--- src/rtl/pc_seq_pkg.sv ---
// Shared types and default vectors for the PC sequencer.
package pc_seq_pkg;

  typedef enum logic [1:0] {IDLE, BOOT, RUN, HOLD} state_e;

  // Ordinal order is priority order: a larger value outranks a smaller one.
  typedef enum logic [1:0] {NONE, BR, JMP, EXC} redir_e;

  localparam logic [31:0] RESET_VEC_DEF = 32'h0000_0000;
  localparam logic [31:0] EXC_VEC_DEF   = 32'h0000_0080;
  localparam logic [31:0] PC_STEP_DEF   = 32'd4;

  // Highest-priority redirect among the simultaneous requests.
  function automatic redir_e redir_kind(input logic exc, input logic jmp, input logic br);
    if (exc)      return EXC;
    else if (jmp) return JMP;
    else if (br)  return BR;
    else          return NONE;
  endfunction

endpackage

--- src/rtl/pc_redirect_buf.sv ---
// Pending-redirect buffer: holds one target captured while the pipe is
// stalled; a new capture replaces it only at higher or equal priority.
module pc_redirect_buf
  import pc_seq_pkg::*;
(
  input  logic        clk_i,
  input  logic        rst_i,
  input  logic        clr_i,
  input  logic        cap_i,
  input  logic        take_i,
  input  logic [1:0]  kind_i,
  input  logic [31:0] tgt_i,
  output logic        vld_o,
  output logic [31:0] tgt_o
);

  redir_e      kind_q, kind_d;
  logic [31:0] tgt_q, tgt_d;

  // Clear wins over capture; capture and take never coincide (stall vs no stall).
  always_comb begin
    kind_d = kind_q;
    tgt_d  = tgt_q;
    if (clr_i || take_i) begin
      kind_d = NONE;
    end else if (cap_i && (redir_e'(kind_i) != NONE) && (redir_e'(kind_i) >= kind_q)) begin
      kind_d = redir_e'(kind_i);
      tgt_d  = tgt_i;
    end
  end

  // Buffer registers.
  always_ff @(posedge clk_i or negedge rst_i) begin
    if (!rst_i) begin
      kind_q <= NONE;
      tgt_q  <= '0;
    end else begin
      kind_q <= kind_d;
      tgt_q  <= tgt_d;
    end
  end

  assign vld_o = (kind_q != NONE);
  assign tgt_o = tgt_q;

endmodule

--- src/rtl/pc_sequencer.sv ---
// Next-PC controller ahead of the PC register.
// While dcache_stall_i is high in RUN/HOLD the pipe is frozen and any
// redirect is buffered; the first unstalled cycle issues the buffered target.
// Optional build macro PC_SEQUENCER_PERF_EN adds a saturating stall counter.
module pc_sequencer
  import pc_seq_pkg::*;
#(
  parameter logic [31:0] RESET_VEC = RESET_VEC_DEF,
  parameter logic [31:0] EXC_VEC   = EXC_VEC_DEF,
  parameter logic [31:0] PC_STEP   = PC_STEP_DEF
) (
  input  logic        clk_i,
  input  logic        rst_i,
  input  logic        start_i,
  input  logic [31:0] pc_i,
  input  logic        dcache_stall_i,
  input  logic        hazard_i,
  input  logic        branch_i,
  input  logic [31:0] branch_tgt_i,
  input  logic        jump_i,
  input  logic [31:0] jump_tgt_i,
  input  logic        exc_i,
  output logic [31:0] pc_next_o,
  output logic        start_o,
  output logic        pc_enable_o,
  output logic        stall_o,
  output logic        flush_if_o,
  output logic        redir_pend_o
`ifdef PC_SEQUENCER_PERF_EN
  ,
  output logic [31:0] stall_cnt_o
`endif
);

  state_e      state_q, state_d;
  redir_e      new_kind;
  logic [31:0] new_tgt;
  logic        active, held, issue_pend;
  logic        pend_vld;
  logic [31:0] pend_tgt;

  assign new_kind   = redir_kind(exc_i, jump_i, branch_i);
  assign active     = (state_q == RUN) || (state_q == HOLD);
  assign held       = active && dcache_stall_i;
  assign issue_pend = active && !dcache_stall_i && pend_vld;

  // Target of the highest-priority incoming redirect.
  always_comb begin
    new_tgt = branch_tgt_i;
    case (new_kind)
      EXC:     new_tgt = EXC_VEC;
      JMP:     new_tgt = jump_tgt_i;
      default: new_tgt = branch_tgt_i;
    endcase
  end

  pc_redirect_buf u_buf (
    .clk_i  (clk_i),
    .rst_i  (rst_i),
    .clr_i  (!start_i || (state_q == IDLE)),
    .cap_i  (held),
    .take_i (issue_pend),
    .kind_i (new_kind),
    .tgt_i  (new_tgt),
    .vld_o  (pend_vld),
    .tgt_o  (pend_tgt)
  );

  // Next state; dropping start_i returns to IDLE from anywhere.
  always_comb begin
    state_d = state_q;
    case (state_q)
      IDLE:    if (start_i) state_d = BOOT;
      BOOT:    state_d = RUN;
      RUN:     if (dcache_stall_i) state_d = HOLD;
      HOLD:    if (!dcache_stall_i) state_d = RUN;
      default: state_d = IDLE;
    endcase
    if (!start_i) state_d = IDLE;
  end

  // Outputs: stall > pending redirect > new redirect > hazard > sequential.
  always_comb begin
    pc_next_o   = RESET_VEC;
    start_o     = 1'b0;
    pc_enable_o = 1'b0;
    stall_o     = 1'b0;
    flush_if_o  = 1'b0;
    case (state_q)
      BOOT: begin
        start_o     = 1'b1;
        pc_enable_o = 1'b1;
      end
      RUN, HOLD: begin
        start_o = 1'b1;
        if (held) begin
          stall_o   = 1'b1;
          pc_next_o = pc_i;
        end else if (issue_pend) begin
          pc_enable_o = 1'b1;
          flush_if_o  = 1'b1;
          pc_next_o   = exc_i ? EXC_VEC : pend_tgt;
        end else if (new_kind != NONE) begin
          pc_enable_o = 1'b1;
          flush_if_o  = 1'b1;
          pc_next_o   = new_tgt;
        end else if (hazard_i) begin
          stall_o   = 1'b1;
          pc_next_o = pc_i;
        end else begin
          pc_enable_o = 1'b1;
          pc_next_o   = pc_i + PC_STEP;
        end
      end
      default: ;
    endcase
  end

  assign redir_pend_o = pend_vld;

  // State register.
  always_ff @(posedge clk_i or negedge rst_i) begin
    if (!rst_i) state_q <= IDLE;
    else        state_q <= state_d;
  end

`ifdef PC_SEQUENCER_PERF_EN
  logic [31:0] cnt_q, cnt_d;

  // Saturating count of stalled cycles, zeroed on entry to IDLE.
  always_comb begin
    cnt_d = cnt_q;
    if (state_d == IDLE)                cnt_d = '0;
    else if (stall_o && (cnt_q != '1))  cnt_d = cnt_q + 32'd1;
  end

  // Counter register.
  always_ff @(posedge clk_i or negedge rst_i) begin
    if (!rst_i) cnt_q <= '0;
    else        cnt_q <= cnt_d;
  end

  assign stall_cnt_o = cnt_q;
`endif

endmodule

--- config.mk ---
export PLATFORM = sky130hd
export DESIGN_NAME = pc_sequencer
export DESIGN_NICKNAME = d
export VERILOG_FILES = /design/src/rtl/pc_seq_pkg.sv /design/src/rtl/pc_redirect_buf.sv /design/src/rtl/pc_sequencer.sv
export SDC_FILE = /design/constraint.sdc
export NUM_CORES = 1
export LEC_CHECK = 0
export CORE_UTILIZATION = 40
export DETAILED_ROUTE_END_ITERATION = 16
export GPL_TIMING_DRIVEN = 0
export PLACE_DENSITY = 0.74
export SETUP_SLACK_MARGIN = 0.4
export SLEW_MARGIN = 10
export SYNTH_ARGS = -nofsm -noshare
export SYNTH_HDL_FRONTEND = slang
export SYNTH_SLANG_ARGS = --single-unit
--- constraint.sdc ---
create_clock -name clk_i -period 4.75 [get_ports clk_i]
set_input_delay 0.7125 -clock clk_i [delete_from_list [all_inputs] [get_ports clk_i]]
set_output_delay 0.7125 -clock clk_i [all_outputs]
set_load 0.01 [all_outputs]
==> results.toml <==
[status]
status = "finished clean"

[synth]
yosys_register_bits = 36
ys_seq_area_frac = 0.250
ys_async_sr_fraction = 1.00
ys_top_cells_by_count = "nand2_1, o21ai_0, dfrtp_1, o31ai_1, mux2i_1"
ys.flop_type = "dfrtp_1"
yosys_warnings = 0
syn_inst = 477
synth_top_area_frac = 0.250
yosys.area.top_type = "dfrtp_1"
syn-cell-area_mm2 = 0.00360
avgSynthCellArea_um2 = 7.55
postSynthNetCount = 584
synth.most_common_cell = "nand2_1"
synth.area.top_cells = "dfrtp_1, mux2i_1, nand2_1, o31ai_1, o21ai_0"
synth_edf_count = 0
yosysUniqueCellTypes = 54

[run]
drv_cap = 0

[sta]
timing.hold.ws_ns = 0.229
fmax_mhz = 237
post-route-min-period_ns = 4.22
skew_ns = 0.00710
worst_pin_slew_ns = 0.719
period_share = 0.888
setup_viol = 0
hold_viol = 0
max-slew-margin-rel = 0.521
slew_violations = 0
finalSetupTns_ns = 0
rsz0062_at_grt = "true"

[critical_path]
path_buf_inv = 3
cp_cell_sequence = "clkdlybuf4s50_1 -> ha_1 -> nand4b_4 -> or4_4 -> buf_6 -> nor4_4 -> o221ai_1 -> o21ai_1 -> clkdlybuf4s50_1"
slowest_stage = "or4_4"
critPathTopFamily = "buffers and inverters"
r2r_slack_ns = 2.38
crit_required_ns = 4.04
max_stage_delay_ns = 0.55
cpMostUsedCell = "clkdlybuf4s50_1"
end_kind = "output pin"
worstPathArrival_ns = 3.51
startpoint_type = "input port"
critPathKind = "input port to output pin"
path_max_fanout = 9

[place]
portBuffers = 137
dp_hpwl_mm = 10.5
place_congestion = 0.891

[floorplanning]
initial_core_util = 0.413
die_area_mm2 = 0.00938
die_w_um = 96.9
num_rows = 34
core_mm2 = 0.00872
die_y_um = 96.9
io_pins = 141

[final_layout]
nFillCells = 795
multi_input_comb_area_mm2 = 0.00250
regArea_um2 = 901
fin_nets = 732
drive_gt1_frac = 0.0655
syn2layout_area_growth_pct = 46.3
antenna_cells = 0

[global_routing]
grt_pass1_wl_mm = 21.7
grt_pass1_vias = 4316
grt_overflow = 0
track_usage = 0.286
grt_start_max_net_pins = 33
antenna_found_initial = 0

[drt]
drt_iter0_markers = 414
vias = 4460
drc = 0
routedWlPerCell_um = 18.3
viasPerCell = 6.08
ant_nets = 0
dr.pass1.iters = 5
wirelength_mm = 13.4

[clock_tree]
clk_pin_slew_ns = 0.08
clock-sinks = 36
cts_tree = "yes"
worstSkewPairLatency_ns = 0.30
holdBufCountCts = 0
cts_max_path_buffers = 2
cts_root_buf = "clkbuf_8"
cts_max_level = 2
cts-buffers-inserted = 5

[pwr]
pwr-share-clk = 0.251
leakage_nw = 2.23
p_seq_frac = 0.371
p_int_w = 0.000742
comb_power_share = 0.378
ir_drop_mv = 0.128
power_switching_w = 0.000360
swShare = 0.327
power_w = 0.00110
cellPowerDensity_mw_per_mm2 = 209

[worst_hold_path]
hold_path_class = "input port to asynchronous set/reset pin"
## stage by stage
step / worst slack, ns / instance area, um2 / instances / utilization
global placement: 0.415 / 5110 / 722 / 0.586
finish: 0.530 / 5270 / 734 / 0.604
global route: 0.417 / 5270 / 734 / 0.604
floorplan: 1.68 / 3600 / 477 / -
detailed placement: 0.436 / 5120 / 723 / 0.587
CTS: 0.480 / 5230 / 731 / 0.600
## path summary, 6_finish.rpt
kind | start | endpoint | depth (start not counted)
min in group clk_i | u_buf.tgt_o[11] | u_buf.tgt_o[11] | 2
min reg2reg | u_buf.tgt_o[11] | u_buf.tgt_o[11] | 2
max | pc_i[3] | pc_next_o[30] | 9
min | rst_i | u_buf.tgt_o[26] | 1
max reg2reg | u_buf.kind_q[1] | u_buf.tgt_o[24] | 7
max in group asynchronous | rst_i | u_buf.tgt_o[2] | 2
## cell usage in the layout, fill, tap and decap left out, drive strengths merged, types with 8 or more instances in the layout
cell and n:
buf 21, clkbuf 30, dfrtp 36, a21oi 26
mux2i 33, nor2 24, nand4 11, a21o 13
nand3 12, o21a 13, inv 8, clkdlybuf4s50 136
o31ai 35, nor3 12, o21ai 43, nand2 72
nor4 9, and2 11
## flip-flops by register name (all words and copies together), names as in the netlist
signal	cells
u_buf.tgt_o	32
state_q	2
u_buf.kind_q	2
## routing by layer
metal  track usage  vias up  wire length (um)
met4        0.0987        0               404
met1         0.367     2111              5560
met5             0        -                 0
met2         0.482      238              6320
met3        0.0527       25              1160
li1              -     2086                 -
## cells by family (layout without fill, tap and decap cells)
| family | count (synthesis) | count (layout) | synth area share |
|---|---|---|---|
| AO/OA/AOI/OAI | 174 | 174 | 0.324 |
| flip-flops | 36 | 36 | 0.250 |
| buffers and inverters | 48 | 197 | 0.0591 |
| AND/OR/NAND/NOR | 182 | 182 | 0.261 |
| multiplexers | 34 | 34 | 0.0949 |
| adder cells (fa/ha/maj) | 3 | 3 | 0.0104 |
## final cells by class
cell class | count | share of cell area
well taps | 108 | 0.0257
plain buffers | 40 | 0.0347
multi-input cells | 393 | 0.475
repair buffers | 141 | 0.268
clock buffers | 6 | 0.0138
flip-flops and latches | 36 | 0.171
clock inverters | 2 | 0.00665
inverters | 8 | 0.00570
## worst register-to-register path: cells and delay by family, from the launching register on
kind | cells | cell delay, ns
buf+inv | 2 | 0.53
compound gates | 2 | 0.35
simple gates | 3 | 0.97
flops | 1 | 0.40
## repair_timing
action	4_1_cts	5_1_grt
endpoints found under the setup margin	1	7
buffers inserted	0	3
cloned	0	0
gates resized for setup	1	2
pin swaps	0	3
## power by group through the flow
| stage | clock, W | combinational, W | sequential (W) |
|---|---|---|---|
| after floorplan | 0 | 0.000206 | 0.000403 |
| after global placement | 0 | 0.000400 | 0.000409 |
| after detailed placement | 0 | 0.000412 | 0.000413 |
| after CTS | 0.000276 | 0.000414 | 0.000407 |
| after global routing | 0.000291 | 0.000455 | 0.000417 |
| final | 0.000277 | 0.000416 | 0.000409 |
Note: power is estimated with default switching activity, not from simulation.
